## config.mk

```make
export PLATFORM = sky130hd
export DESIGN_NAME = cu_fsm_mc
export DESIGN_NICKNAME = d
export VERILOG_FILES = /design/src/rtl/cu_fsm_pkg.sv /design/src/rtl/irq_prio_enc.sv /design/src/rtl/cu_fsm_mc.sv
export SDC_FILE = /design/constraint.sdc
export NUM_CORES = 1
export LEC_CHECK = 0
export ABC_CLOCK_PERIOD_IN_PS = 1730
export BUFFER_PORTS_ARGS = -buffer_cell sky130_fd_sc_hd__buf_4
export CORE_MARGIN = 8
export CORE_UTILIZATION = 35
export CTS_BUF_LIST = sky130_fd_sc_hd__clkbuf_2
export DETAILED_ROUTE_END_ITERATION = 7
export SLEW_MARGIN = 20
export SYNTH_ARGS = -nofsm -noshare
export SYNTH_HDL_FRONTEND = slang
export SYNTH_SLANG_ARGS = --single-unit
```

## constraint.sdc

```tcl
create_clock -name clk -period 1.73 [get_ports clk]
set_input_delay 0 -clock clk [delete_from_list [all_inputs] [get_ports clk]]
set_output_delay 0 -clock clk [all_outputs]
set_load 0.005 [all_outputs]
```

## src/rtl/cu_fsm_pkg.sv

```systemverilog
// Shared types and constants for the multicycle control unit: state encoding,
// RV32I major opcodes, trap cause codes and an index-width helper.
package cu_fsm_pkg;

  typedef enum logic [2:0] {
    INIT  = 3'd0,
    FETCH = 3'd1,
    EXEC  = 3'd2,
    WB    = 3'd3,
    INTR  = 3'd4,
    TRAP  = 3'd5
  } state_t;

  localparam logic [6:0] OPC_LUI    = 7'b0110111;
  localparam logic [6:0] OPC_AUIPC  = 7'b0010111;
  localparam logic [6:0] OPC_JAL    = 7'b1101111;
  localparam logic [6:0] OPC_JALR   = 7'b1100111;
  localparam logic [6:0] OPC_BRANCH = 7'b1100011;
  localparam logic [6:0] OPC_LOAD   = 7'b0000011;
  localparam logic [6:0] OPC_STORE  = 7'b0100011;
  localparam logic [6:0] OPC_OP_IMM = 7'b0010011;
  localparam logic [6:0] OPC_OP     = 7'b0110011;
  localparam logic [6:0] OPC_SYSTEM = 7'b1110011;

  localparam logic [1:0] TC_NONE    = 2'b00;
  localparam logic [1:0] TC_ILLEGAL = 2'b01;
  localparam logic [1:0] TC_BUS     = 2'b10;

  // A single interrupt line still needs a 1-bit index port.
  function automatic int id_width(input int n);
    return (n > 1) ? $clog2(n) : 1;
  endfunction

endpackage

```

## src/rtl/irq_prio_enc.sv

```systemverilog
// Fixed-priority encoder: the lowest-index asserted request wins.
// Purely combinational, zero latency; no flow control.
module irq_prio_enc
  import cu_fsm_pkg::*;
#(
  parameter  int NUM_IRQ = 4,
  localparam int IDW     = id_width(NUM_IRQ)
) (
  input  logic [NUM_IRQ-1:0] req,
  output logic               any,
  output logic [IDW-1:0]     idx
);

  always_comb begin
    any = |req;
    idx = '0;
    for (int i = NUM_IRQ - 1; i >= 0; i--) begin
      if (req[i]) idx = IDW'(i);
    end
  end

endmodule

```

## src/rtl/cu_fsm_mc.sv

```systemverilog
// Multicycle control unit with memory wait states, interrupts and traps.
// Enables follow the current state and ready inputs in the same cycle; waits stall in place up to TIMEOUT.
module cu_fsm_mc
  import cu_fsm_pkg::*;
#(
  parameter  int NUM_IRQ = 4,
  parameter  int TIMEOUT = 15,
  localparam int IDW     = id_width(NUM_IRQ)
) (
  input  logic               clk,
  input  logic               RST,
  input  logic [6:0]         opcode,
  input  logic [2:0]         funct3,
  input  logic [NUM_IRQ-1:0] irq,
  input  logic [NUM_IRQ-1:0] irq_en,
  input  logic               mie,
  input  logic               imem_ready,
  input  logic               dmem_ready,
  output logic               PC_WE,
  output logic               RF_WE,
  output logic               memWE2,
  output logic               memRDEN1,
  output logic               memRDEN2,
  output logic               csr_WE,
  output logic               reset,
  output logic               int_taken,
  output logic               mret_exec,
  output logic [IDW-1:0]     int_id,
  output logic               trap_taken,
  output logic [1:0]         trap_cause
);

  localparam int CW = (TIMEOUT > 0) ? $clog2(TIMEOUT + 1) : 1;

  state_t         state;
  state_t         nxt;
  logic [CW-1:0]  wait_cnt;
  logic [IDW-1:0] int_id_q;
  logic [1:0]     trap_cause_q;
  logic [1:0]     cause_nxt;
  logic           waiting;
  logic           complete;
  logic           timed_out;
  logic           pend_any;
  logic [IDW-1:0] pend_idx;
  logic [NUM_IRQ-1:0] pend;

  assign pend      = irq & irq_en & {NUM_IRQ{mie}};
  assign timed_out = (TIMEOUT > 0) && (wait_cnt == CW'(TIMEOUT));

  irq_prio_enc #(.NUM_IRQ(NUM_IRQ)) u_prio (
    .req (pend),
    .any (pend_any),
    .idx (pend_idx)
  );

  always_comb begin
    nxt        = state;
    cause_nxt  = TC_NONE;
    waiting    = 1'b0;
    complete   = 1'b0;
    PC_WE      = 1'b0;
    RF_WE      = 1'b0;
    memWE2     = 1'b0;
    memRDEN1   = 1'b0;
    memRDEN2   = 1'b0;
    csr_WE     = 1'b0;
    reset      = 1'b0;
    int_taken  = 1'b0;
    mret_exec  = 1'b0;
    trap_taken = 1'b0;
    int_id     = '0;
    trap_cause = TC_NONE;

    case (state)
      INIT: begin
        reset = 1'b1;
        nxt   = FETCH;
      end

      FETCH: begin
        memRDEN1 = 1'b1;
        if (imem_ready) begin
          nxt = EXEC;
        end else if (timed_out) begin
          nxt       = TRAP;
          cause_nxt = TC_BUS;
        end else begin
          waiting = 1'b1;
        end
      end

      EXEC: begin
        case (opcode)
          OPC_OP, OPC_OP_IMM, OPC_LUI, OPC_AUIPC, OPC_JAL, OPC_JALR: begin
            RF_WE    = 1'b1;
            PC_WE    = 1'b1;
            complete = 1'b1;
          end
          OPC_BRANCH: begin
            PC_WE    = 1'b1;
            complete = 1'b1;
          end
          OPC_SYSTEM: begin
            PC_WE    = 1'b1;
            complete = 1'b1;
            if (funct3 == 3'b000) begin
              mret_exec = 1'b1;
            end else begin
              csr_WE = 1'b1;
              RF_WE  = 1'b1;
            end
          end
          OPC_LOAD: begin
            memRDEN2 = 1'b1;
            nxt      = WB;
          end
          OPC_STORE: begin
            memWE2 = 1'b1;
            if (dmem_ready) begin
              PC_WE    = 1'b1;
              complete = 1'b1;
            end else if (timed_out) begin
              nxt       = TRAP;
              cause_nxt = TC_BUS;
            end else begin
              waiting = 1'b1;
            end
          end
          default: begin
            nxt       = TRAP;
            cause_nxt = TC_ILLEGAL;
          end
        endcase
      end

      WB: begin
        memRDEN2 = 1'b1;
        if (dmem_ready) begin
          RF_WE    = 1'b1;
          PC_WE    = 1'b1;
          complete = 1'b1;
        end else if (timed_out) begin
          nxt       = TRAP;
          cause_nxt = TC_BUS;
        end else begin
          waiting = 1'b1;
        end
      end

      INTR: begin
        PC_WE     = 1'b1;
        int_taken = 1'b1;
        int_id    = int_id_q;
        nxt       = FETCH;
      end

      TRAP: begin
        PC_WE      = 1'b1;
        trap_taken = 1'b1;
        trap_cause = trap_cause_q;
        nxt        = FETCH;
      end

      default: nxt = INIT;
    endcase

    // Interrupts are only considered once the current instruction has retired.
    if (complete) nxt = pend_any ? INTR : FETCH;

    if (RST) begin
      PC_WE      = 1'b0;
      RF_WE      = 1'b0;
      memWE2     = 1'b0;
      memRDEN1   = 1'b0;
      memRDEN2   = 1'b0;
      csr_WE     = 1'b0;
      reset      = 1'b0;
      int_taken  = 1'b0;
      mret_exec  = 1'b0;
      trap_taken = 1'b0;
      int_id     = '0;
      trap_cause = TC_NONE;
    end
  end

  always_ff @(posedge clk) begin
    if (RST) begin
      state        <= INIT;
      wait_cnt     <= '0;
      int_id_q     <= '0;
      trap_cause_q <= TC_NONE;
    end else begin
      state <= nxt;
      // Any cycle that is not a stall ends the wait, which clears on every state entry.
      wait_cnt     <= waiting ? (wait_cnt + CW'(1)) : '0;
      trap_cause_q <= (nxt == TRAP) ? cause_nxt : TC_NONE;
      if (nxt == INTR && state != INTR) int_id_q <= pend_idx;
    end
  end

endmodule
```

==> reports/metrics.csv, run 1 <==
metric,value,unit
leak pwr,0.542,nW
DR pass1 iterations,4,
fin area,0.00132,mm²
ys flop type,dfxtp_1,
syn nets,147,
clock sink count,11,
Mapped Cells,120,
Synth Warn #,0,
Post-synth EDFFs,0,
first-pass GRT wire length,4690,µm
All-Layer GR Usage,12.6,%
H-tree depth,1,
Worst Setup Start Kind,flop,
number of max-cap violations,0,
"Clk Latency, worst-skew pair",0.27,ns
setup TNS,0,ns
syn_area_per_cell,7.87,µm²
FP Rows,19,
Crit Path Class,flop to flop,
CTS resizes,0,
adder-cell share of the synthesized area,5.30,%
post-synthesis mux area share,1.06,%
ant diodes,0,
gr ovfl total,0,
arrival time at the worst endpoint,1.75,ns
post-synthesis xor/xnor area fraction,0.927,%
Tightest Pin Transition,0.502,ns
register area share after synthesis,23.3,%
Layout Skew,0.00957,ns
Residual DRC,0,
fin. max-slew vios,0,
clk slew on worst S/H paths,0.12,ns
num ports,37,
most frequent cells in the layout,"buf_4 (42), nor3_1 (12), nor2_1 (12)",
power per cell area,464,mW/mm²
crit path max fanout,5,
"Cell Area, Placed",0.00129,mm²
Routed WL,2760,µm
P&R area growth vs syn,39.9,%
setup violators final,0,
vias in the first global route,1056,
Post-Synth Simple-Gate Area,40.4,%
fraction of layout cells with a size suffix above 1,34.5,%
initial core utilization,35.5,%
status,"finished, final reports clean",
dpl ws,0.173,ns
die width,68.0,µm
mapped cell area,945,µm²
die area,0.00462,mm²
Die Ht,68.0,µm
Num CTS Buffers,3,
Compound-Gate Fraction of Synth Area,25.8,%
max_slew headroom,66.1,%
#FFs+latches synth,11,
CTS tree,done,
initial antenna violation count,0,
routed len/inst,14.1,µm
Max clock buf depth,2,
final hold vios,0,
clock root cell,clkbuf_2,
final period utilization,90.5,%
GP Congestion,0.819,
Final WS setup,0.165,ns
post-CTS setup buffers,0,
Peak supply drop,346,µV
largest family of logic cells by synthesized area,simple AND/OR/NAND/NOR gates,
number of DRC markers in iteration 0,32,
"most common cell after layout, fill and taps aside",buf_4,
Core Area,0.00266,mm²
Min-Delay Path Class,primary input to flop,
Final HPWL DP,2320,µm
port bufs,36,
Peak Freq,639,MHz
ANT nets after route,0,
WP data required,1.91,ns
Setup crit end kind,flop,
Post-synth ARST share,0,%
Vias/cell,5.44,
RSZ-0062 raised after global routing,false,
Layout Nets,193,
DR vias,1067,
library cells used by synthesis,45,
largest net degree at the start of global routing,17,
Final min period,1.56,ns
## routing by layer
layer  vias to the layer above  global-route usage [%]  wire, µm
li1                        533                       -         -
met1                       486                    14.2      1190
met2                        46                    21.7      1240
met3                         2                    5.56       323
met4                         0                    2.30         8
met5                         -                       0         0
## final timing paths
path                                          startpoint                        to  slack (ns)  depth (start not counted)
worst max-delay path                 state[1]$_SDFF_PP0_       state[0]$_SDFF_PP0_        0.17                          5
worst min-delay path                                 mie  int_id_q[0]$_SDFFE_PP0P_        0.03                          3
worst max register to register       state[1]$_SDFF_PP0_       state[0]$_SDFF_PP0_        0.17                          5
worst min register to register  int_id_q[0]$_SDFFE_PP0P_  int_id_q[0]$_SDFFE_PP0P_        0.49                          2
## critical path, stage by stage (launching register included)
cell and delay, ns:
dfxtp_1 0.39, ha_1 0.22, nand2_1 0.15, o32ai_4 0.44, nor3_2 0.07, a22o_1 0.21
## flip-flops by register name, indices dropped and copies added, names as in the netlist
name          count
int_id_q          2
trap_cause_q      2
state             3
wait_cnt          4
## report_power, final
part | total (mW) | internal (mW) | leakage, nW | switching (mW)
logic | 0.186 | 0.0950 | 0.436 | 0.0908
clock network | 0.156 | 0.0613 | 0.0166 | 0.0952
registers | 0.270 | 0.260 | 0.0892 | 0.0101
## synthesized netlist by cell type, types with 2 or more instances
cell type	number	area [µm²]
nor2_1	12	45.0
nor3_1	12	60.1
dfxtp_1	11	220
nand2_1	11	41.3
a21oi_1	6	30.0
inv_1	6	22.5
and2_1	4	25.0
ha_1	4	50.1
nand2b_1	4	25.0
nor2b_1	4	25.0
nand3_1	3	15.0
o211ai_1	3	22.5
o21ai_0	3	15.0
a21boi_0	2	15.0
clkbuf_1	2	7.51
nand4b_1	2	17.5
nor3b_1	2	15.0
nor4_1	2	12.5
## layout make-up
| class | count | area (µm²) |
|---|---|---|
| sequential | 11 | 220 |
| tap | 31 | 38.8 |
| clock buffer | 4 | 20.0 |
| multi-input combinational | 101 | 694 |
| timing repair buffer | 43 | 325 |
| fill | 283 | 1340 |
| inverter | 6 | 22.5 |
## per-stage QoR
step / util [%] / hold WS, ns / power [mW] / instances
floorplan: - / 0.115 / 0.366 / 120
global placement: 48.5 / 0.297 / 0.458 / 191
detailed placement: 48.5 / 0.297 / 0.459 / 191
CTS: 49.6 / 0.0228 / 0.617 / 196
global route: 49.6 / 0.0163 / 0.654 / 196
finish: 49.6 / 0.0291 / 0.612 / 196
## cell families after synthesis
group                      count (synthesis)
DFF                                       11
AOI/OAI and AO/OA                         28
xor gates and xnor gates                   1
adders and majority gates                  4
and+or+nand+nor                           67
buffers and inverters                      8
muxes                                      1
## repair_timing
action,4_1_cts,5_1_grt
endpoints found under the setup margin,0,0
endpoints found under the hold margin,1,0
hold buffers,1,0
Note: power is estimated with default switching activity, not from simulation.
==> run 2: changes to the inputs <==
--- a/config.mk
+++ b/config.mk
@@ -8,9 +8,11 @@
 export ABC_CLOCK_PERIOD_IN_PS = 1730
 export BUFFER_PORTS_ARGS = -buffer_cell sky130_fd_sc_hd__buf_4
 export CORE_MARGIN = 8
-export CORE_UTILIZATION = 35
+export CORE_UTILIZATION = 40
 export CTS_BUF_LIST = sky130_fd_sc_hd__clkbuf_2
 export DETAILED_ROUTE_END_ITERATION = 7
+export MAX_ROUTING_LAYER = met4
+export PLACE_DENSITY = 0.68
 export SLEW_MARGIN = 20
 export SYNTH_ARGS = -nofsm -noshare
 export SYNTH_HDL_FRONTEND = slang
==> run 2 against run 1 <==
  * Sequential power hardly changed
  * Utilization grew 8.9 points
  * Hold slack improved by 0.0067 ns
  * Via count is 2.2% higher
  * Combinational power fell by 3%
  * First-iteration DRC count grew to 2.6 times the previous value
  * Clock power down 8%
  * Clock-buffer cell count stayed put
  * Power fell by 2.7%
  * Critical path depth did not move
  * Maximum frequency shrank 0.41%
  * Cell count shrank 2.0%
==> reports/metrics.csv, run 2 (synthesis results as in run 1) <==
metric,value,unit
die width,64.6,µm
P&R area growth vs syn,38.4,%
Residual DRC,0,
crit path max fanout,5,
fin. max-slew vios,0,
fraction of layout cells with a size suffix above 1,34.8,%
Peak supply drop,287,µV
Max clock buf depth,2,
largest net degree at the start of global routing,17,
initial core utilization,42.3,%
Layout Skew,0.0132,ns
H-tree depth,1,
ANT nets after route,0,
CTS tree,done,
status,"finished, final reports clean",
Vias/cell,5.68,
power per cell area,456,mW/mm²
"Clk Latency, worst-skew pair",0.25,ns
WP data required,1.89,ns
CTS resizes,0,
CP bufs+invs,0,
GP Congestion,0.837,
post-CTS setup buffers,0,
num ports,37,
leak pwr,0.538,nW
Routed WL,2680,µm
Biggest register,wait_cnt,
port bufs,36,
Final min period,1.57,ns
die area,0.00417,mm²
hold_ws,0.0358,ns
arrival time at the worst endpoint,1.73,ns
FP Rows,17,
Setup crit end kind,flop,
clock root cell,clkbuf_2,
final hold vios,0,
max_slew headroom,58.6,%
All-Layer GR Usage,13.5,%
routed len/inst,13.9,µm
CP cell instances,and2b_1 > nand2_1 > o32ai_4 > nor3_2 > a22o_1,
gr ovfl total,0,
Core Area,0.00223,mm²
clock sink count,11,
ant diodes,0,
Min-Delay Path Class,primary input to flop,
DR pass1 iterations,4,
RSZ-0062 raised after global routing,false,
number of DRC markers in iteration 0,82,
initial antenna violation count,0,
Tightest Pin Transition,0.613,ns
Worst Setup Start Kind,flop,
top flop regs,"wait_cnt: 4 flops, state: 3 flops",
Die Ht,64.6,µm
clk slew on worst S/H paths,0.12,ns
DR vias,1090,
first-pass GRT wire length,4750,µm
"CP delay by family, top",compound AO/OA/AOI/OAI gates,
max reg flops,4,
vias in the first global route,1103,
Peak Freq,636,MHz
CP max-delay cell,dfxtp_1,
Crit Path Class,flop to flop,
"most common cell after layout, fill and taps aside",buf_4,
Num CTS Buffers,3,
final period utilization,90.8,%
CP max stage delay,0.44,ns
Final HPWL DP,2200,µm
most frequent cells in the layout,"buf_4 (42), nor3_1 (12), nor2_1 (12)",
Post-CTS Hold Buffers,0,
number of max-cap violations,0,
setup TNS,0,ns
setup violators final,0,
Layout Nets,192,
-- run 2: changes by cell type in the layout (fill, tap and decap cells not counted) --
cell | previous run | this run
dlygate4sd3_1 | 1 | 0
-- run 2: final timing paths --
check                    startpoint                        to  cells after the start  slack, ns
max             state[1]$_SDFF_PP0_       state[0]$_SDFF_PP0_                      5       0.16
min                             RST  int_id_q[1]$_SDFFE_PP0P_                      2       0.04
max reg2reg     state[1]$_SDFF_PP0_       state[0]$_SDFF_PP0_                      5       0.16
min reg2reg  wait_cnt[0]$_SDFF_PP0_    wait_cnt[0]$_SDFF_PP0_                      1       0.49
-- run 2: per-stage QoR --
stage / worst slack [ns] / cells / util [%] / total power [mW] / cell area, µm²
after CTS: 0.127 / 192 / 58.5 / 0.601 / 1310
after global placement: 0.157 / 188 / 57.6 / 0.453 / 1290
after floorplan: 0.216 / 120 / - / 0.366 / 945
after global routing: 0.0315 / 192 / 58.5 / 0.629 / 1310
after detailed placement: 0.153 / 188 / 57.6 / 0.455 / 1290
final: 0.159 / 192 / 58.5 / 0.596 / 1310
-- run 2: layout make-up --
class	instances	area, µm²
fillers	208	926
multi-input cells	101	694
repair buffers	42	315
flip-flops and latches	11	220
well taps	28	35.0
inverters	6	22.5
clock buffers	4	20.0
-- run 2: worst reg2reg max path: stages (launching register included) --
cell and delay, ns:
dfxtp_1 0.44, and2b_1 0.22, nand2_1 0.16, o32ai_4 0.38
nor3_2 0.07, a22o_1 0.21
-- run 2: layer usage --
metal	vias up	part of all wire, %	GRT usage (%)
met3	4	9.5	5.33
met4	0	0.93	3.81
li1	530	-	-
met5	-	0	-
met1	503	44	16.1
met2	53	45	20.7
-- run 2: report_power, final --
part / switching, mW / total [mW] / internal, mW
registers: 0.0119 / 0.272 / 0.260
clock network: 0.0824 / 0.144 / 0.0614
logic: 0.0883 / 0.180 / 0.0917
total: 0.183 / 0.596 / 0.413
